**config.mk**
```make
export PLATFORM = sky130hd
export DESIGN_NAME = hazard_ctrl
export DESIGN_NICKNAME = d
export VERILOG_FILES = /design/src/rtl/hazard_ctrl_pkg.sv /design/src/rtl/hazard_cmp.sv /design/src/rtl/hazard_ctrl.sv
export SDC_FILE = /design/constraint.sdc
export NUM_CORES = 1
export LEC_CHECK = 0
export ABC_CLOCK_PERIOD_IN_PS = 2490
export BUFFER_PORTS_ARGS = -buffer_cell sky130_fd_sc_hd__buf_2
export CAP_MARGIN = 30
export CELL_PAD_IN_SITES_DETAIL_PLACEMENT = 0
export CELL_PAD_IN_SITES_GLOBAL_PLACEMENT = 1
export CORE_AREA = 2 2 103 105
export DETAILED_ROUTE_END_ITERATION = 8
export DIE_AREA = 0 0 105 107
export HOLD_SLACK_MARGIN = 0.02
export PLACE_DENSITY_LB_ADDON = 0.1
export SYNTH_ARGS = -nofsm -noshare
export SYNTH_HDL_FRONTEND = slang
export SYNTH_HIERARCHICAL = 1
export SYNTH_SLANG_ARGS = --single-unit
```
**constraint.sdc**
```tcl
create_clock -name clk -period 2.49 [get_ports clk]
set_input_delay 0.3735 -clock clk [delete_from_list [all_inputs] [get_ports clk]]
set_output_delay 0.3735 -clock clk [all_outputs]
set_load 0.05 [all_outputs]
```
**src/rtl/hazard_ctrl_pkg.sv**
```systemverilog
// Shared pipeline definitions: hazard FSM encoding, x0 index and control bundles.
package hazard_ctrl_pkg;

  // Hazard controller FSM states
  typedef enum logic {
    ST_RUN   = 1'b0,
    ST_STALL = 1'b1
  } hz_state_e;

  // Architectural zero register; never a real producer
  localparam logic [4:0] REG_X0 = 5'd0;

  // Pipeline enable/kill bundle driven by the hazard controller
  typedef struct packed {
    logic pc_write;
    logic ifid_write;
    logic ifid_flush;
    logic idex_bubble;
  } hz_ctrl_t;

  localparam hz_ctrl_t CTRL_RUN    = '{pc_write: 1'b1, ifid_write: 1'b1, ifid_flush: 1'b0, idex_bubble: 1'b0};
  localparam hz_ctrl_t CTRL_FREEZE = '{pc_write: 1'b0, ifid_write: 1'b0, ifid_flush: 1'b0, idex_bubble: 1'b0};
  localparam hz_ctrl_t CTRL_FLUSH  = '{pc_write: 1'b1, ifid_write: 1'b1, ifid_flush: 1'b1, idex_bubble: 1'b1};
  localparam hz_ctrl_t CTRL_BUBBLE = '{pc_write: 1'b0, ifid_write: 1'b0, ifid_flush: 1'b0, idex_bubble: 1'b1};

endpackage

```
**src/rtl/hazard_cmp.sv**
```systemverilog
// Load-use comparator: flags when the load in EX produces a register the ID instruction reads.
module hazard_cmp
  import hazard_ctrl_pkg::*;
(
  input  logic [4:0] id_rs1,
  input  logic [4:0] id_rs2,
  input  logic       id_uses_rs2,
  input  logic       ex_memread,
  input  logic [4:0] ex_rd,
  output logic       lu
);

  // x0 is never a dependency, even when the consumer names x0
  always_comb begin
    lu = 1'b0;
    if (ex_memread && (ex_rd != REG_X0)) begin
      lu = (ex_rd == id_rs1) || (id_uses_rs2 && (ex_rd == id_rs2));
    end
  end

endmodule

```
**src/rtl/hazard_ctrl.sv**
```systemverilog
// Hazard controller: load-use stalls, taken-branch flushes, memory freeze, perf counters.
module hazard_ctrl
  import hazard_ctrl_pkg::*;
#(
  parameter int unsigned STALL_CYCLES = 1,
  parameter int unsigned CNT_W        = 32
) (
  input  logic             clk,
  input  logic             reset_n,
  input  logic [4:0]       id_rs1,
  input  logic [4:0]       id_rs2,
  input  logic             id_uses_rs2,
  input  logic             ex_memread,
  input  logic [4:0]       ex_rd,
  input  logic             ex_branch_taken,
  input  logic             mem_busy,
  input  logic             cnt_clr,
  output logic             pc_write,
  output logic             ifid_write,
  output logic             ifid_flush,
  output logic             idex_bubble,
  output logic [CNT_W-1:0] stall_count,
  output logic [CNT_W-1:0] flush_count,
  output logic             busy_stall
);

  localparam logic [3:0] REM_INIT = 4'(STALL_CYCLES - 1);

  hz_state_e        state_q, state_d;
  logic [3:0]       rem_q, rem_d;
  logic [CNT_W-1:0] stall_cnt_q, stall_cnt_d;
  logic [CNT_W-1:0] flush_cnt_q, flush_cnt_d;
  logic             lu;
  logic             stall_inc;
  logic             flush_inc;
  hz_ctrl_t         ctrl;

  hazard_cmp u_cmp (
    .id_rs1      (id_rs1),
    .id_rs2      (id_rs2),
    .id_uses_rs2 (id_uses_rs2),
    .ex_memread  (ex_memread),
    .ex_rd       (ex_rd),
    .lu          (lu)
  );

  // Next state and Mealy controls; priority: freeze, flush, stall/load-use, run
  always_comb begin
    state_d   = state_q;
    rem_d     = rem_q;
    ctrl      = CTRL_RUN;
    stall_inc = 1'b0;
    flush_inc = 1'b0;
    if (mem_busy) begin
      ctrl = CTRL_FREEZE;
    end else if (ex_branch_taken) begin
      ctrl      = CTRL_FLUSH;
      state_d   = ST_RUN;
      rem_d     = '0;
      flush_inc = 1'b1;
    end else if (state_q == ST_STALL) begin
      ctrl      = CTRL_BUBBLE;
      stall_inc = 1'b1;
      rem_d     = rem_q - 4'd1;
      if (rem_q == 4'd1) begin
        state_d = ST_RUN;
      end
    end else if (lu) begin
      ctrl      = CTRL_BUBBLE;
      stall_inc = 1'b1;
      if (STALL_CYCLES > 1) begin
        state_d = ST_STALL;
        rem_d   = REM_INIT;
      end
    end
    // Reset overrides the Mealy path so the pipeline free-runs while held
    if (!reset_n) begin
      ctrl = CTRL_RUN;
    end
  end

  // Saturating counters; clear wins over increment
  always_comb begin
    stall_cnt_d = stall_cnt_q;
    flush_cnt_d = flush_cnt_q;
    if (cnt_clr) begin
      stall_cnt_d = '0;
      flush_cnt_d = '0;
    end else begin
      if (stall_inc && (stall_cnt_q != '1)) stall_cnt_d = stall_cnt_q + CNT_W'(1);
      if (flush_inc && (flush_cnt_q != '1)) flush_cnt_d = flush_cnt_q + CNT_W'(1);
    end
  end

  // State, remaining-cycle and counter registers
  always_ff @(posedge clk or negedge reset_n) begin
    if (!reset_n) begin
      state_q     <= ST_RUN;
      rem_q       <= '0;
      stall_cnt_q <= '0;
      flush_cnt_q <= '0;
    end else begin
      state_q     <= state_d;
      rem_q       <= rem_d;
      stall_cnt_q <= stall_cnt_d;
      flush_cnt_q <= flush_cnt_d;
    end
  end

  assign pc_write    = ctrl.pc_write;
  assign ifid_write  = ctrl.ifid_write;
  assign ifid_flush  = ctrl.ifid_flush;
  assign idex_bubble = ctrl.idex_bubble;
  assign stall_count = stall_cnt_q;
  assign flush_count = flush_cnt_q;
  assign busy_stall  = (state_q == ST_STALL);

endmodule

```
# Word level (Yosys, flattened, before mapping)
# Index checks and enable logic that the tools add are counted.
[totals]
register_bits = 69
input_bits = 22
[classes]
muxes = 21
eq_ne = 5
reduce_logical = 10
bitwise_logic = 1
add_sub_neg = 3
[op_table]
columns = ["cell", "count"]
rows = [
  ["32-bit two-way mux", 4],
  ["32-bit by 1-bit adder with 32-bit output (second input constant)", 2],
  ["32-bit inequality test (second input constant)", 2],
  ["4-bit two-way mux", 7],
  ["5-bit == test", 2],
  ["1-bit two-way mux", 10],
  ["2-bit nonzero test", 3],
  ["5-bit nonzero test", 1],
  ["4-bit by 1-bit == test with 1-bit output (second input constant)", 1],
  ["1-bit logical AND", 4],
  ["4-bit by 1-bit subtractor with 4-bit output (second input constant)", 1],
  ["2-bit AND reduction", 1],
  ["1-bit logical OR", 1],
  ["1-bit inverter", 1],
]

# Longest topological paths before layout
[depth]
ltp_word = 11
depth_mapped = 12
mapped_depth_nobuf = 9

# Cells and area by module
# The synthesis kept the hierarchy.
[modules_own_cells]
columns = ["mod", "cells_per_inst", "n_inst", "area_each_um2", "seq_area_each_um2"]
rows = [
  ["hazard_ctrl", 448, 1, 3927.5, 1726.7],
  ["hazard_cmp", 17, 1, 132.6, 0.0],
]

# Worst setup path before layout
# No wires, ideal clock.
[synth_path]
path_kind = "input to output"
startpoint = "input ex_rd[1]"
endpoint = "output pc_write"
t_required_ns = 2.117
path_stages = 7
slack_ns = -0.613
arrival_ns = 2.729
cell_sequence = "or4_1 o21ai_1 a21oi_1 nor2_1 nor2_1 o21ai_0 buf_4"
[synth_between]
elab_chain_len = 9
elab_cells_between_ends = 12
[synth_lines]
columns = ["item", "line_no", "text"]
rows = [
  ["from (decl)", "hazard_ctrl.sv:14", "input logic [4:0] ex_rd,"],
  ["5-bit == test", "hazard_cmp.sv:17", "lu = (ex_rd == id_rs1) || (id_uses_rs2 && (ex_rd == id_rs2));"],
  ["1-bit logical AND", "hazard_cmp.sv:17", ""],
  ["1-bit logical OR", "hazard_cmp.sv:17", ""],
  ["1-bit two-way mux *", "hazard_cmp.sv:16", "if (ex_memread && (ex_rd != REG_X0)) begin"],
  ["named net lu", "hazard_ctrl.sv:33", "logic lu;"],
  ["4-bit two-way mux *", "hazard_ctrl.sv:68", "end else if (lu) begin"],
  ["4-bit two-way mux *", "hazard_ctrl.sv:61", "end else if (state_q == ST_STALL) begin"],
  ["4-bit two-way mux *", "hazard_ctrl.sv:56", "end else if (ex_branch_taken) begin"],
  ["4-bit two-way mux *", "hazard_ctrl.sv:54", "if (mem_busy) begin"],
  ["4-bit two-way mux *", "hazard_ctrl.sv:77", "if (!reset_n) begin"],
  ["to (decl)", "hazard_ctrl.sv:18", "output logic pc_write,"],
]
# The timed path passes the listed nets; every way through them passes the cells marked *.

# Final worst setup path
[layout_path]
startpoint = "register stall_cnt_q[11] (netlist: stall_count[11])"
endpoint = "register stall_cnt_q[28] (netlist: stall_count[28])"
[layout_between]
elab_chain_len = 3
elab_cells_between_ends = 6
[layout_lines]
columns = ["item", "line_no", "text"]
rows = [
  ["from (decl)", "hazard_ctrl.sv:31", "logic [CNT_W-1:0] stall_cnt_q, stall_cnt_d;"],
  ["from (signal assigned)", "hazard_ctrl.sv:105", "stall_cnt_q <= stall_cnt_d;"],
  ["32-bit by 1-bit adder with 32-bit output or 32-bit inequality test (tied branches)", "hazard_ctrl.sv:90", "if (stall_inc && (stall_cnt_q != '1)) stall_cnt_d = stall_cnt_q + CNT_W'(1);"],
  ["32-bit two-way mux or 1-bit logical AND (tied branches)", "hazard_ctrl.sv:90", ""],
  ["32-bit two-way mux or 2-bit nonzero test (tied branches)", "n/a", ""],
]
# Several ways; a longest one is shown, not always the timed one. The select of a mux whose other input is x is not followed.
# A chain may end at the register's enable or synchronous reset.

==> flow_summary_export.csv <==
group,metric,value,unit
run_status,status,"completed",
die,num_rows,37,
logic_synthesis,synth_top_cell_by_area,"dfrtp_1",
sta,fin_crit,2430,ps
logic_synthesis,yosysTopAreaCellShare,42.5,%
critical_path,cp-end-kind,"flip-flop",
power,vdd_ir_drop_max,0.364,mV
critical_path,cp-start-kind,"flip-flop",
die,initial_core_util,40.2,%
detailed_routing,drt_iter0_drc,162,
logic_synthesis,syn_avg_cell_area,8.73,um^2
detailed_routing,vias_per_cell,5.53,
detailed_routing,drtAntennaViolNets,0,
sta,tightest_slew,834,ps
logic_synthesis,yosysUniqueCellTypes,46,
sta,setup_viol,0,
clocking,numCtsBuffers,9,
die,die_x,105,um
critical_path,critical_path_class,"reg2reg",
die,fp.dieH,107,um
power,power.static_leakage,0.00224,uW
die,coreArea,10100,um^2
die,io_pins,91,
power,p_comb_share,6.7,%
global_routing,grt_pass1_wl,18200,um
clocking,htree_levels,3,
power,swShare,23.4,%
die,dieArea,11200,um^2
critical_path,slowest_delay,590,ps
power,power_frac_seq,46.5,%
detailed_routing,wire_per_inst,15.5,um
job,cap_violations,0,
clocking,clock_sinks,69,
sta,max_clock_freq,0.411,GHz
clocking,cts_max_path_buffers,2,
power,intPower,1890,uW
logic_synthesis,ys_ff_latch,69,
sta,hold_viol,0,
global_routing,grt_usage,19.9,%
logic_synthesis,ys_warn_count,6,
power,powerDensity,469,nW/um^2
logic_synthesis,synthCells,465,
detailed_routing,wl,11200,um
global_routing,grt-ovfl-total,0,
global_routing,antenna_found_initial,0,
critical_path,crit_chain,"nand4_1 -> or4_4 -> or3_4 -> or4_1 -> a21oi_1",
cells_and_area,final_layout_size_suffix_gt1_share,30.7,%
logic_synthesis,syn_area,4060,um^2
cells_and_area,area_delta_synth_final,29.5,%
cells_and_area,layout.cells.non_filler,727,
logic_synthesis,synth.yosys.seq_area_share,42.5,%
detailed_routing,drc,0,
power,clockPowerShare,46.8,%
cells_and_area,final_util,52.1,%
critical_path,slowest_stage,"or4_4",
sta,slew_headroom,44.4,%
sta,period_share,97.6,%
sta,fin_tns_setup,0,ps
min_path,hold_class,"in2reg",
logic_synthesis,syn_nets,491,
clocking,cts_tree,"yes",
sta,slew_viol_final,0,
global_routing,grt_max_degree,63,
detailed_routing,drt_pass1_iterations,4,
critical_path,arrival,2680,ps
critical_path,worst-path-buf-inv,0,
cells_and_area,fin_nets,611,
placement,placed_cells,706,
detailed_routing,via_count,4019,
logic_synthesis,netlist_top_cells_area,"dfrtp_1 43%, a21oi_1 6.5%, or3_1 4.5%",
clocking,clk_latency,350,ps
sta,fin_skew,16.2,ps
sta,timing.hold.ws,375,ps
clocking,clk_pin_slew_worst_paths,90,ps
power,p_sw,577,uW
critical_path,cp_top_family,"simple AND/OR/NAND/NOR gates",
critical_path,required,2740,ps
placement,gp_congestion,0.812,
global_routing,first_global_vias,3672,
placement,io_buffers,90,
clocking,cts-root-buf,"clkbuf_8",
placement,post-dp-hpwl,7900,um
critical_path,cp_max_fo,7,
-- area by class of cell --
class | count | area, um^2
diodes | 1 | 2.50
fillers | 1017 | 4830
inverters | 7 | 26.3
repair buffers | 132 | 797
clock inverters | 5 | 108
multi-input cells | 366 | 2280
clock buffers | 11 | 141
flip-flops and latches | 69 | 1730
well taps | 136 | 170
-- path summary, 6_finish.rpt --
path,cells past startpoint,slack (ps),startpoint,to
worst max register to register,5,60,stall_count[11],stall_count[28]
max in group asynchronous,3,870,reset_n,stall_count[2]
min in group asynchronous,2,500,reset_n,flush_count[4]
worst min register to register,2,540,rem_q[1],rem_q[1]
worst min-delay path,2,380,ex_branch_taken,rem_q[0]
worst max-delay path,5,60,stall_count[11],stall_count[28]
-- worst register-to-register path: cells and delay by family, from the launching register on --
kind,cells,cell delay [ps]
AO/OA/AOI/OAI,1,150
AND/OR/NAND/NOR,4,1730
flip-flops,1,460
-- cell families (layout without fill, tap and decap cells) --
logic type,Yosys count,count (layout),share of synthesized area (%)
buf+inv,30,155,3.17
mux,7,7,1.91
compound gates,112,112,15.3
xor+xnor,20,20,4.31
flops,69,69,42.5
other cells,0,1,0
fa+ha+maj,4,4,1.23
simple gates,223,223,31.5
-- power groups by stage --
stage | registers [uW] | logic [uW] | clock network (uW)
global route | 1150 | 184 | 1230
global placement | 1170 | 157 | 0
detailed placement | 1170 | 160 | 0
floorplan | 1170 | 82.9 | 0
CTS | 1150 | 161 | 1180
finish | 1150 | 164 | 1150
-- sequential cells by signal (all words and copies together), names as in the netlist --
| name | count |
|---|---|
| flush_count | 32 |
| stall_count | 32 |
| busy_stall | 1 |
| rem_q | 4 |
-- what timing repair did --
action | in CTS | in global routing
hold endpoints to repair | 7 | 0
hold buffers | 1 | 0
setup endpoints to repair | 0 | 12
resized for setup | 0 | 25
setup buffers | 0 | 3
-- layout by cell type (no fill, tap or decap), types with 4 or more instances in the layout --
cell,netlist,routed
or3_1,29,27
nand4b_1,5,5
xnor2_1,12,12
ha_1,4,4
buf_4,1,41
xor2_1,8,7
or4_1,11,10
buf_2,4,86
o21ai_0,35,34
nor2_1,31,30
and4_1,8,8
o31ai_1,13,13
nor2b_1,7,7
a21oi_2,0,6
nor3_1,10,10
or4_4,2,4
nand4_1,19,19
and3_1,5,5
nand2b_1,7,7
a21oi_1,53,47
mux2_2,6,6
nand3_1,27,27
nor4_1,10,9
clkbuf_8,0,10
nand2_1,34,34
inv_1,7,7
dfrtp_1,69,66
and2_1,5,5
-- per-layer routing --
layer | wire length [um] | GRT usage, %
met4 | 218 | 7.14
met1 | 5290 | 27.7
met3 | 477 | 2.98
met5 | 0 | 0
met2 | 5250 | 31.7
-- through the flow --
stage	total power, uW	setup WS [ps]	instance area, um^2
after global placement	1320	-228	4880
final	2460	59.3	5260
after CTS	2490	43.6	5140
after detailed placement	1330	-297	4880
after global routing	2560	-6.12	5260
after floorplan	1250	-142	4080
-- cell usage after synthesis (all sizes together) --
cell and instances:
a21oi 53, a31o 2, inv 7, and2 5
nor2b 7, o31ai 13, o21a 1, xor2 8
nor4b 1, and4 8, nand4b 5, or4b 2
a211oi 2, mux2 6, a21o 1, mux2i 1
nand3 27, dfrtp 69, nand3b 1, o2111ai 1
and3 5, nor3 10, or4 14, buf 6
or3 30, xnor2 12, or2 1, nor3b 3
nor4 11, clkbuf 17, ha 4, nand2b 7
o41ai 2, o21ai 37, and3b 1, nand2 34
nor2 31, nand4 20
(Power assumes the default switching activity.)
